`src/rtl/tx_pattern_gen.sv`:
```
// tx_pattern_gen
// Serial test-pattern source running at one bit (UI) per rising clock edge.
// It can emit a single delayed pulse, a PRBS7 stream or a clock pattern.
// Every output is a register.
//
// Ports
//   clk      bit clock, one UI per rising edge
//   rst      synchronous active-high reset
//   start    launch request, looked at only while idle
//   mode     00 none, 01 single pulse, 10 PRBS7, 11 clock pattern
//   nbits    bits to emit in PRBS7/clock modes, 0 = continuous
//   stop     abort the running sequence
//   err_inj  invert the bit emitted on this edge (PRBS7/clock only)
//   out      registered serial bit, idles at B0
//   busy     high while a sequence is active
//   done     one-cycle completion strobe
//   bit_cnt  bits emitted in the current/last run, saturating
module tx_pattern_gen #(
  parameter logic       B0    = 1'b0,
  parameter int         TD_UI = 25,
  parameter int         TW_UI = 1,
  parameter logic [6:0] SEED  = 7'h7F
) (
  input  logic        clk,
  input  logic        rst,
  input  logic        start,
  input  logic [1:0]  mode,
  input  logic [15:0] nbits,
  input  logic        stop,
  input  logic        err_inj,
  output logic        out,
  output logic        busy,
  output logic        done,
  output logic [15:0] bit_cnt
);

  // An all-zero seed would lock the LFSR up, so it is replaced by 1.
  localparam logic [6:0] SEED_EFF = (SEED == 7'h00) ? 7'h01 : SEED;

  // The wait counter runs 0..TD_UI-1 while in WAIT.
  localparam int              WCW       = (TD_UI > 1) ? $clog2(TD_UI) : 1;
  localparam logic [WCW-1:0]  WAIT_LAST = (TD_UI > 0) ? WCW'(TD_UI - 1) : '0;
  localparam logic [15:0]     TW_LAST   = 16'(TW_UI);

  typedef enum logic [2:0] {
    IDLE,
    WAIT,
    PULSE,
    RUN,
    DONE
  } state_t;

  state_t         state, state_d;
  logic           out_d, busy_d, done_d;
  logic [15:0]    cnt_d, cnt_inc;
  logic [6:0]     lfsr, lfsr_d;
  logic           prbs_bit;
  logic [WCW-1:0] wait_cnt, wait_d;
  logic           phase, phase_d;
  logic [1:0]     mode_r, mode_d;
  logic [15:0]    nbits_r, nbits_d;

  // Helper terms shared by the next-state logic: the saturating bit count
  // and the PRBS7 feedback bit (x^7 + x^6 + 1).
  always_comb begin
    cnt_inc  = (bit_cnt == 16'hFFFF) ? bit_cnt : bit_cnt + 16'd1;
    prbs_bit = lfsr[6] ^ lfsr[5];
  end

  // Next-state and next-output logic. The registered outputs are computed
  // from the state present before the edge, so the launch edge still shows
  // idle outputs and the sequence becomes visible one edge later. stop is
  // checked first in every active state so that it beats a final bit.
  always_comb begin
    state_d = state;
    out_d   = B0;
    busy_d  = 1'b0;
    done_d  = 1'b0;
    cnt_d   = bit_cnt;
    lfsr_d  = lfsr;
    wait_d  = wait_cnt;
    phase_d = phase;
    mode_d  = mode_r;
    nbits_d = nbits_r;
    case (state)
      IDLE: begin
        if (start && (mode != 2'b00)) begin
          mode_d  = mode;
          nbits_d = nbits;
          cnt_d   = 16'd0;
          lfsr_d  = SEED_EFF;
          wait_d  = '0;
          phase_d = 1'b0;
          if (mode == 2'b01) begin
            state_d = (TD_UI == 0) ? PULSE : WAIT;
          end else begin
            state_d = RUN;
          end
        end
      end
      WAIT: begin
        if (stop) begin
          done_d  = 1'b1;
          state_d = IDLE;
        end else begin
          busy_d = 1'b1;
          wait_d = wait_cnt + 1'b1;
          if (wait_cnt == WAIT_LAST) begin
            state_d = PULSE;
          end
        end
      end
      PULSE: begin
        if (stop) begin
          done_d  = 1'b1;
          state_d = IDLE;
        end else begin
          busy_d = 1'b1;
          out_d  = ~B0;
          cnt_d  = cnt_inc;
          if (cnt_inc == TW_LAST) begin
            state_d = DONE;
          end
        end
      end
      RUN: begin
        if (stop) begin
          done_d  = 1'b1;
          state_d = IDLE;
        end else begin
          busy_d = 1'b1;
          cnt_d  = cnt_inc;
          // err_inj only touches the emitted bit, never the LFSR or phase.
          if (mode_r == 2'b10) begin
            out_d  = prbs_bit ^ err_inj;
            lfsr_d = {lfsr[5:0], prbs_bit};
          end else begin
            out_d   = (phase ? B0 : ~B0) ^ err_inj;
            phase_d = ~phase;
          end
          if ((nbits_r != 16'd0) && (cnt_inc == nbits_r)) begin
            state_d = DONE;
          end
        end
      end
      DONE: begin
        done_d  = 1'b1;
        state_d = IDLE;
      end
      default: begin
        state_d = IDLE;
      end
    endcase
  end

  // State and output registers. Reset drops everything back to idle without
  // a done strobe and reloads the seed.
  always_ff @(posedge clk) begin
    if (rst) begin
      state    <= IDLE;
      out      <= B0;
      busy     <= 1'b0;
      done     <= 1'b0;
      bit_cnt  <= 16'd0;
      lfsr     <= SEED_EFF;
      wait_cnt <= '0;
      phase    <= 1'b0;
      mode_r   <= 2'b00;
      nbits_r  <= 16'd0;
    end else begin
      state    <= state_d;
      out      <= out_d;
      busy     <= busy_d;
      done     <= done_d;
      bit_cnt  <= cnt_d;
      lfsr     <= lfsr_d;
      wait_cnt <= wait_d;
      phase    <= phase_d;
      mode_r   <= mode_d;
      nbits_r  <= nbits_d;
    end
  end

endmodule

```
`config.mk`:
```
export PLATFORM = sky130hd
export DESIGN_NAME = tx_pattern_gen
export DESIGN_NICKNAME = d
export VERILOG_FILES = /design/src/rtl/tx_pattern_gen.sv
export SDC_FILE = /design/constraint.sdc
export NUM_CORES = 1
export LEC_CHECK = 0
export ABC_AREA = 0
export BUFFER_PORTS_ARGS = -buffer_cell sky130_fd_sc_hd__buf_2
export CORE_MARGIN = 3
export CORE_UTILIZATION = 40
export CTS_BUF_LIST = sky130_fd_sc_hd__clkbuf_8
export DETAILED_ROUTE_END_ITERATION = 6
export PLACE_DENSITY_LB_ADDON = 0.05
export SYNTH_ARGS = -nofsm -noshare
export SYNTH_HDL_FRONTEND = slang
export SYNTH_SLANG_ARGS = --single-unit
export TNS_END_PERCENT = 1
```
`constraint.sdc`:
```
create_clock -name clk -period 2.1 [get_ports clk]
set_input_delay 0.21 -clock clk [delete_from_list [all_inputs] [get_ports clk]]
set_output_delay 0.21 -clock clk [all_outputs]
set_load 0.03 [all_outputs]
```
Word-level counts from Yosys, hierarchy flattened:

Index checks and enable logic that the tools add are counted.
W data, S select, Z words.

* bits of input ports: 23
* register bits: 53
* output and inout bits: 19
* logic and storage cells: 84

* equality and inequality tests: 19
* reduce and logical (&&, ||, !) cells: 17
* add/subtract/negate cells: 2
* mux-type cells: 31
* bitwise operators: 5

Operators with widths (number)
* $mux W16: 3
* $pmux W16 S2: 1
* $mux W3: 7
* $mux W7: 3
* $add A16 B1 Y16 const B: 1
* $eq A16 B1 Y1 const B: 1
* $eq A16 B16 Y1: 1
* $eq A16 B16 Y1 const B: 1
* $reduce_bool A16 Y1: 1
* $pmux W7 S2: 1
* $ne A2 B2 Y1 const B: 6
* $pmux W3 S4: 1
* $reduce_and A4 Y1: 3
* $mux W5: 2
* $pmux W5 S2: 1
* $ne A3 B3 Y1 const B: 3
* $mux W1: 8
* $reduce_bool A2 Y1: 4
* $eq A3 B2 Y1 const B: 2
* $pmux W1 S2: 3
* $reduce_and A3 Y1: 2
* $add A5 B1 Y5 const B: 1
* $eq A5 B5 Y1 const B: 1
* $reduce_or A2 Y1: 2
* 11 further kinds: 15

Longest topological paths before layout:

Gate-level depths: netlist of run 1.

* word-level depth: 7
* mapped depth: 12
* gate-level depth less buffers: 9

Worst setup path before layout of run 1:

No wires, ideal clock.

* kind: reg-to-reg
* start point: register bit_cnt[1]
* end point: register state[1]
* data arrival time: 2450 ps
* setup slack: -482 ps
* stages on the path, launching flop included: 12
* data required time: 1968 ps
* period minus slack after synthesis: 2582 ps
* buffers on the path: 2
* setup time: 132 ps
* path through: dfxtp_1 ha_1 buf_4 and3_1 buf_2 and3_4 nor3_1 a2111oi_0 o2111a_1 nand4_1 o211ai_2 a311oi_1

* word-level cells in the longest chain between the ends: 6
* elaborated cells between the ends (all ways): 9
* classes of those cells: add/sub: 1; eq/ne: 5; mux: 1; reduce/logical: 2

Ends and longest elaborated chain
* from (decl): line 34 `output logic [15:0] bit_cnt`
* from (signal assigned): line 175 `bit_cnt <= cnt_d;`
* $add A16 B1 Y16 or $eq A16 B16 Y1 (tied branches): line 66 `cnt_inc = (bit_cnt == 16'hFFFF) ? bit_cnt : bit_cnt + 16'd1;`
* $mux W16 *: line 66
* $eq A16 B16 Y1: line 141 `if ((nbits_r != 16'd0) && (cnt_inc == nbits_r)) begin`
* $logic_and A1 B1 Y1: line 141
* $ne A3 B3 Y1 (no source line)
* $reduce_and A4 Y1 (no source line) *
* to (signal assigned): line 171 `state <= state_d;`
* to (decl): line 53 `state_t state, state_d;`

Every way passes the cells marked *; elsewhere a longest branch is shown, timed or not.
A chain may end at the register's enable or synchronous reset.

Worst setup path in the final report of run 1:

* start point: register bit_cnt[1]
* end point: register state[2]

Same word-level chain as after synthesis.

==> results of run 1 <==
## metrics by stage
stage | utilization, % | power [uW] | area (um2)
3_5_place_dp | 51.3 | 1560 | 4000
3_3_place_gp | 51.3 | 1560 | 4000
6_report | 54.3 | 2140 | 4240
2_1_floorplan | - | 1380 | 3300
5_1_grt | 54.3 | 2260 | 4240
4_1_cts | 53.7 | 2160 | 4200
## worst paths after layout
check             start          to  depth (start not counted)
max reg2reg  bit_cnt[1]    state[2]                         11
max          bit_cnt[1]    state[2]                         11
min            nbits[3]  nbits_r[3]                          3
min reg2reg   mode_r[0]   mode_r[0]                          2
## cell type report
type / instances / area share, %
multi-input combinational: 323 / 49.4
sequential: 53 / 25.5
timing repair buffer: 121 / 19.4
tap: 102 / 3.01
clock buffer: 5 / 1.62
inverter: 8 / 0.708
clock inverter: 3 / 0.413
## registers in the layout (all words and copies together), names as in the netlist
name and cells:
bit_cnt 16, nbits_r 16, lfsr 7, wait_cnt 5
state 3, mode_r 2, busy 1, done 1
out 1, phase 1
## cells in the mapped netlist (3+ instances only)
cell / number / area, um2
a211oi_1: 3 / 22.5
a21oi_1: 43 / 215
a22oi_1: 3 / 22.5
a311oi_1: 5 / 43.8
a31oi_1: 3 / 18.8
and3_1: 4 / 25.0
and4_1: 5 / 43.8
buf_2: 7 / 35.0
buf_4: 9 / 67.6
clkbuf_1: 16 / 60.1
dfxtp_1: 53 / 1060
ha_1: 3 / 37.5
inv_1: 8 / 30.0
mux2i_1: 4 / 40.0
nand2_1: 61 / 229
nand2b_1: 8 / 50.1
nand3_1: 15 / 75.1
nand4_1: 13 / 81.3
nor2_1: 31 / 116
nor3_1: 16 / 80.1
nor3b_1: 4 / 30.0
nor4_1: 15 / 93.8
o211ai_1: 3 / 22.5
o21ai_0: 17 / 85.1
o21bai_1: 6 / 45.0
o311ai_0: 3 / 26.3
or3_1: 3 / 18.8
or4_1: 3 / 22.5
xnor2_1: 12 / 105
xor2_1: 7 / 61.3
## worst reg2reg max path, delay by kind of cell (launching register included)
family | cells | cell delay [ns]
compound gates | 3 | 0.53
fa+ha+maj | 1 | 0.17
buf+inv | 2 | 0.25
flops | 1 | 0.38
simple gates | 5 | 0.86
## cells by family (layout without fill, tap and decap cells)
group	Yosys count	count (layout)	synth area share, %
AO/OA/AOI/OAI	103	103	20.3
adder cells (fa/ha/maj)	3	3	1.16
multiplexers	4	4	1.23
AND/OR/NAND/NOR	193	193	32.0
XOR/XNOR	20	20	5.63
buffers and inverters	44	137	6.98
flip-flops	53	53	32.7
## power groups by stage
stage               Clock (uW)  Combinational [uW]  Sequential [uW]
finish                     599                 461             1080
global placement             0                 452             1110
CTS                        620                 458             1080
floorplan                    0                 267             1110
detailed placement           0                 454             1110
global route               652                 514             1090
## metal layers
metal / wire length (um) / vias up / track usage (%)
li1: - / 1708 / -
met1: 4970 / 1632 / 34.8
met2: 4620 / 143 / 36.3
met3: 685 / 16 / 3.99
met4: 197 / 0 / 8.29
met5: 0 / - / 0
## repair_timing
item | in CTS | in global routing
pin swaps | 10 | 3
setup buffers | 2 | 3
endpoints found under the setup margin | 3 | 4
gates resized for setup | 18 | 8
gates cloned | 0 | 0
==> impl_metrics.yaml, run 1 <==
job:
  max_cap_viol: 0
synthesis:
  synth-async-reset-ratio_pct: 0
  avgSynthCellArea_um2: 7.72
  mappedNetlistNets: 446
  proportion_of_synthesized_chip_area_in_sequential_cells_pct: 32.7
  number_of_synthesized_register_bits: 53
  synthFlopType: "dfxtp_1"
  synth.yosys.warnings: 0
  synth_enable_flop_cells: 0
  synthCells: 420
  yosysUniqueCellTypes: 63
  netlist_area_mm2: 0.00324
critical_path:
  path_buf_inv: 2
  cp_max_stage_delay_ns: 0.38
  setup.worst_path.end_class: "register"
  timing_worst_setup_path_type: "register to register"
  timing.reg2reg.setup_slack_ns: -0.14
  path_cells: "ha_4, and3_4, buf_12, nand4_4, buf_6, a22oi_2, nor4_1, o2111a_1, nand4_1, o211ai_2, and3b_1"
  worst_path_dominant_cell_family: "simple AND/OR/NAND/NOR gates"
  slowest_stage: "dfxtp_4"
  critical_path.max_fanout: 5
  timing.critical_path.required_ns: 2.36
  critical_path.startpoint_type: "register"
  cp.arrival_ns: 2.50
timing:
  period_minus_slack_ns: 2.24
  final.period_utilization_pct: 107
  slew-limit-headroom_pct: 58.2
  unrepaired_setup_endpoints_after_global_routing: "yes"
  final_hold_viol_count: 0
  finalClockSkew_ns: 0.00859
  final.hold.worst_slack_ns: 0.123
  tightestPinTransition_ns: 0.621
  report.final.slew_viol_count: 0
  count_of_endpoints_failing_setup_in_the_final_report: 3
  totalNegativeSetupSlack_ns: -0.387
  worst_slack_ns: -0.140
  timing.fmax_ghz: 0.446
routing:
  dr.first_iter.drc_count: 313
  drt_drc_violations_left: 0
  avgRoutedWirePerCell_um: 17.0
  route.detailed.vias_per_inst: 5.69
  routed_wirelength_um: 10500
  antenna_violating_nets_post_route: 0
  vias: 3499
  first_pass_iters: 4
global_routing:
  grt_pass1_vias: 3342
  globalRouteTotalUtil_pct: 24.2
  global_route.overflow_total: 0
  grt_max_degree: 28
  grt_pass1_wl_um: 17100
  initial_antenna_violation_count: 0
cells_and_area:
  ff_latch_area_mm2: 0.00108
  final.fill_count: 796
  final_common_cell: "buf_4"
  layout.cells.most_common_list: "buf_4 (78), nand2_1 (61), a21oi_1 (42), dfxtp_1 (41), buf_2 (41)"
  layout-drive-gt1-share_pct: 33.1
  multi_input_area_mm2: 0.00210
  finish.cell_count_without_fillers: 615
  final_net_count: 538
  area.growth.synth_to_final_pct: 30.8
  n_antenna_cell: 0
place:
  pre_cts_ws_ns: -0.233
  number_of_placed_cells_counting_well_taps: 602
  port_buffers: 41
  dpl.hpwl_um: 7930
  place_congestion: 1.01
power_and_ir_drop:
  pwr-share-comb_pct: 21.5
  worst_ir_drop_vdd_v: 0.000300
  power.net_switching_uw: 674
  sequentialPowerShare_pct: 50.6
  power_switching_share_pct: 31.4
  pwr_density_cell_mw_per_mm2: 505
  p_int_uw: 1470
  power.static_leakage_uw: 0.00175
  pwr-share-clk_pct: 27.9
clocking:
  worst_skew_pair.late_latency_ns: 0.32
  cts.sinks: 53
  path_clk_slew_ns: 0.10
  total_cts_buffers: 5
  max-clock-path-buffers: 2
  clock_tree.root_cell: "clkbuf_8"
  tritoncts: "built"
  maximum_level_of_the_cts_h_tree: 2
  cts.hold.buffers_added: 0
die:
  start_util_pct: 41.6
  die_height_um: 96.1
  ioPinCount: 42
  fp.dieArea_mm2: 0.00923
  die_width_um: 96.1
  core.rowCount: 32
  core_region_area_mm2: 0.00781
outcome:
  run_status: "finished, violations left"
  violated_checks: "negative setup slack"
hold_path:
  worst_hold_path_type: "input pin to register"
(Power assumes the default switching activity.)
==> inputs of run 2 (changes only) <==
Settings changed: CORE_UTILIZATION 40 to 54, TNS_END_PERCENT 1 to 30.
==> impl_metrics.yaml, run 2 (synthesis gave the netlist of run 1 again) <==
timing:
  final.hold.worst_slack_ns: 0.115
  period_minus_slack_ns: 2.20
  worst_slack_ns: -0.100
  final.period_utilization_pct: 105
  timing.fmax_ghz: 0.454
  unrepaired_setup_endpoints_after_global_routing: "yes"
  tightestPinTransition_ns: 0.627
  finalClockSkew_ns: 0.00984
  report.final.slew_viol_count: 0
  final_hold_viol_count: 0
  slew-limit-headroom_pct: 57.7
  count_of_endpoints_failing_setup_in_the_final_report: 3
critical_path:
  timing_worst_setup_path_type: "register to register"
  critical_path.startpoint_type: "register"
  setup.worst_path.end_class: "register"
  critical_path.max_fanout: 8
  cp.arrival_ns: 2.47
  timing.critical_path.required_ns: 2.37
place:
  port_buffers: 41
  place_congestion: 0.963
  pre_cts_ws_ns: -0.204
  dpl.hpwl_um: 7640
  placed_cell_areas_mm2: 0.00391
cells_and_area:
  area.growth.synth_to_final_pct: 30.4
  utilization_pct: 74.5
  final_net_count: 532
  n_antenna_cell: 0
  summed_area_of_non_filler_cells_in_the_final_layout_mm2: 0.00423
  ff_latch_area_mm2: 0.00109
  top_regs: "bit_cnt (16), nbits_r (16), lfsr (7)"
  layout.cells.most_common_list: "buf_4 (72), nand2_1 (60), a21oi_1 (43), buf_2 (41), dfxtp_1 (37)"
  layout-drive-gt1-share_pct: 34.7
  final.fill_count: 463
  multi_input_area_mm2: 0.00214
  final_common_cell: "buf_4"
clocking:
  cts.sinks: 53
  worst_skew_pair.late_latency_ns: 0.32
  path_clk_slew_ns: 0.11
  max-clock-path-buffers: 2
  clock_tree.root_cell: "clkbuf_8"
  maximum_level_of_the_cts_h_tree: 2
  total_cts_buffers: 5
  tritoncts: "built"
routing:
  antenna_violating_nets_post_route: 0
  drt_drc_violations_left: 0
  dr.first_iter.drc_count: 303
  vias: 3583
  route.detailed.vias_per_inst: 6.19
  avgRoutedWirePerCell_um: 17.8
  routed_wirelength_um: 10300
  first_pass_iters: 5
global_routing:
  global_route.overflow_total: 0
  busiest_metal_layer_after_global_routing: "met2"
  grt_pass1_vias: 3499
  grt_pass1_wl_um: 17100
  initial_antenna_violation_count: 0
  globalRouteTotalUtil_pct: 30.0
  grt.met1_usage_pct: 38.5
  global_route.usage.met3_pct: 5.73
  grt_max_degree: 26
  use_met2_pct: 50.2
power_and_ir_drop:
  power.static_leakage_uw: 0.00174
  worst_ir_drop_vdd_v: 0.000494
  pwr_density_cell_mw_per_mm2: 536
die:
  fp.dieArea_mm2: 0.00697
  core_region_area_mm2: 0.00568
  die_width_um: 83.5
  die_height_um: 83.5
  core.rowCount: 27
  ioPinCount: 42
  start_util_pct: 57.2
outcome:
  run_status: "finished, violations left"
  violated_checks: "negative setup slack"
job:
  max_cap_viol: 0
hold_path:
  worst_hold_path_type: "input pin to register"
## run 2: cell count changes in the layout (fill, tap and decap cells not counted), moves of 2 or more
cell     delta
nor4_1      -2
xnor2_1     -2
dfxtp_1     -4
xnor2_2     +2
o21ai_1     -3
o21ai_0     +2
buf_4       -6
dfxtp_2     +3
## run 2: path summary, 6_finish.rpt
path	startpoint	to	slack, ns	depth (start not counted)
max	bit_cnt[1]	state[2]	-0.10	9
min	nbits[2]	nbits_r[2]	0.11	3
max reg2reg	bit_cnt[1]	state[2]	-0.10	9
min reg2reg	mode_r[0]	mode_r[0]	0.46	2
## run 2: per-stage QoR
step	cells	TNS, ns	total power (uW)
after global placement	566	-0.360	1520
after detailed placement	566	-0.511	1530
after floorplan	420	-0.530	1380
final	579	-0.252	2270
after CTS	576	-0.165	2270
after global routing	579	-0.534	2370
## run 2: final cells by class
type	count	share of cell area (%)
clock buffers	5	1.63
clock inverters	3	1.12
multi-input cells	323	50.5
flip-flops and latches	53	25.7
inverters	8	0.710
repair buffers	115	18.2
well taps	72	2.13
## run 2: power breakdown
group          internal, uW  switching, uW
Combinational           182            255
Clock                   364            374
Sequential             1040           49.5
## run 2: layer usage
metal	wire length [um]	up-vias
met5	0	-
met4	304	0
met3	728	29
met2	4990	155
met1	4260	1701
li1	-	1698
## run 2: what timing repair did
item,CTS,global route
endpoints found under the hold margin,0,0
buffers inserted,2,3
pin swaps,13,13
hold buffers,0,0
gates resized for setup,24,13
setup endpoints to repair,3,9
cloned,0,0
## run 2: worst max-delay path: stages (launching register included)
cell,delay [ns]
dfxtp_4,0.39
ha_4,0.16
and3_4,0.27
and3_4,0.22
nor3_1,0.06
a2111oi_2,0.29
o2111a_1,0.24
nand4_1,0.11
o211ai_2,0.22
and3b_1,0.19
==> inputs of run 3 (changes only) <==
Settings changed: CORE_UTILIZATION 54 to 50.
==> impl_metrics.yaml, run 3 (synthesis gave the netlist of run 1 again) <==
timing:
  tightestPinTransition_ns: 0.628
  period_minus_slack_ns: 2.30
  final_hold_viol_count: 0
  finalClockSkew_ns: 0.00934
  totalNegativeSetupSlack_ns: -0.575
  timing.fmax_ghz: 0.435
  unrepaired_setup_endpoints_after_global_routing: "yes"
  count_of_endpoints_failing_setup_in_the_final_report: 3
  slew-limit-headroom_pct: 57.7
  worst_slack_ns: -0.197
  report.final.slew_viol_count: 0
  final.period_utilization_pct: 109
die:
  core.rowCount: 28
  core_region_area_mm2: 0.00610
  die_width_um: 86.6
  start_util_pct: 53.2
  die_height_um: 86.6
  fp.dieArea_mm2: 0.00749
  ioPinCount: 42
routing:
  avgRoutedWirePerCell_um: 16.9
  drt_drc_violations_left: 0
  vias: 3516
  route.detailed.vias_per_inst: 5.92
  antenna_violating_nets_post_route: 0
  dr.first_iter.drc_count: 285
  routed_wirelength_um: 10000
  first_pass_iters: 5
outcome:
  violated_checks: "negative setup slack"
  run_status: "finished, violations left"
place:
  port_buffers: 41
  dpl.hpwl_um: 7620
  place_congestion: 0.978
cells_and_area:
  top_regs: "bit_cnt (16), nbits_r (16), lfsr (7)"
  utilization_pct: 69.6
  final_net_count: 544
  area.growth.synth_to_final_pct: 30.7
  layout-drive-gt1-share_pct: 33.9
  n_antenna_cell: 0
  final_common_cell: "buf_4"
  layout.cells.most_common_list: "buf_4 (84), nand2_1 (61), a21oi_1 (42), buf_2 (41), dfxtp_1 (40)"
clocking:
  cts.sinks: 53
  total_cts_buffers: 5
  maximum_level_of_the_cts_h_tree: 2
  clock_tree.root_cell: "clkbuf_8"
  max-clock-path-buffers: 2
  tritoncts: "built"
  worst_skew_pair.late_latency_ns: 0.31
  path_clk_slew_ns: 0.10
  cts.hold.buffers_added: 0
global_routing:
  initial_antenna_violation_count: 0
  grt.met1_usage_pct: 39.6
  busiest_metal_layer_after_global_routing: "met2"
  grt_pass1_vias: 3329
  global_route.usage.met3_pct: 4.37
  use_met2_pct: 43.9
  grt_pass1_wl_um: 16500
  globalRouteTotalUtil_pct: 27.9
  global_route.overflow_total: 0
  grt_max_degree: 25
power_and_ir_drop:
  worst_ir_drop_vdd_v: 0.000372
  power.static_leakage_uw: 0.00178
  pwr_density_cell_mw_per_mm2: 504
critical_path:
  timing_worst_setup_path_type: "register to register"
  critical_path.startpoint_type: "register"
  setup.worst_path.end_class: "register"
  timing.critical_path.required_ns: 2.29
  worstRegToRegCells: 9
  cp.arrival_ns: 2.49
  critical_path.max_fanout: 5
job:
  max_cap_viol: 0
hold_path:
  worst_hold_path_type: "input pin to register"
  whs_path_depth: 3
-- run 3: per-layer routing --
metal	vias up	routed length [um]
met5	-	0
met4	0	153
met3	19	823
met2	168	4470
met1	1611	4600
li1	1718	-
-- run 3: metrics by stage --
step                      cell area, um2  setup slack [ns]  power, uW  std cells  hold slack, ns
after global routing                4240            -0.279       2240        594           0.132
after global placement              4020            -0.177       1540        583           0.439
final                               4240            -0.197       2140        594           0.127
after detailed placement            4020            -0.196       1550        583           0.443
after floorplan                     3300            -0.186       1380        420           0.346
after CTS                           4210            -0.103       2140        594           0.125
-- run 3: path summary, 6_finish.rpt --
path / startpoint / endpoint / slack [ns]
max: bit_cnt[3] / state[1] / -0.20
min: nbits[11] / nbits_r[11] / 0.13
max reg2reg: bit_cnt[3] / state[1] / -0.20
min reg2reg: mode_r[0] / mode_r[0] / 0.46
-- run 3: where the power goes --
part | switching, uW | internal, uW | total (uW) | leakage [uW]
Clock | 361 | 234 | 595 | 0.0000497
Combinational | 260 | 189 | 449 | 0.00130
Sequential | 48.3 | 1040 | 1090 | 0.000438
-- run 3: area by class of cell --
type / instances / area, um2
multi-input combinational: 323 / 2090
fill: 514 / 1860
sequential: 53 / 1080
timing repair buffer: 127 / 858
tap: 75 / 93.8
clock buffer: 5 / 68.8
inverter: 8 / 30.0
clock inverter: 3 / 17.5
-- run 3: worst max-delay path, stage by stage (launching register included) --
cell and delay (ns):
dfxtp_4 0.40, nand4_1 0.24, buf_4 0.23, nor2_1 0.14, a211oi_1 0.13, a2111oi_4 0.33
o2111a_1 0.25, nand4_1 0.13, o211ai_2 0.20, a311oi_1 0.10
-- run 3: what timing repair did --
action | 4_1_cts | 5_1_grt
resized for setup | 19 | 7
hold endpoints to repair | 0 | 0
setup buffers | 3 | 0
pin swaps | 11 | 4
setup endpoints to repair | 3 | 3
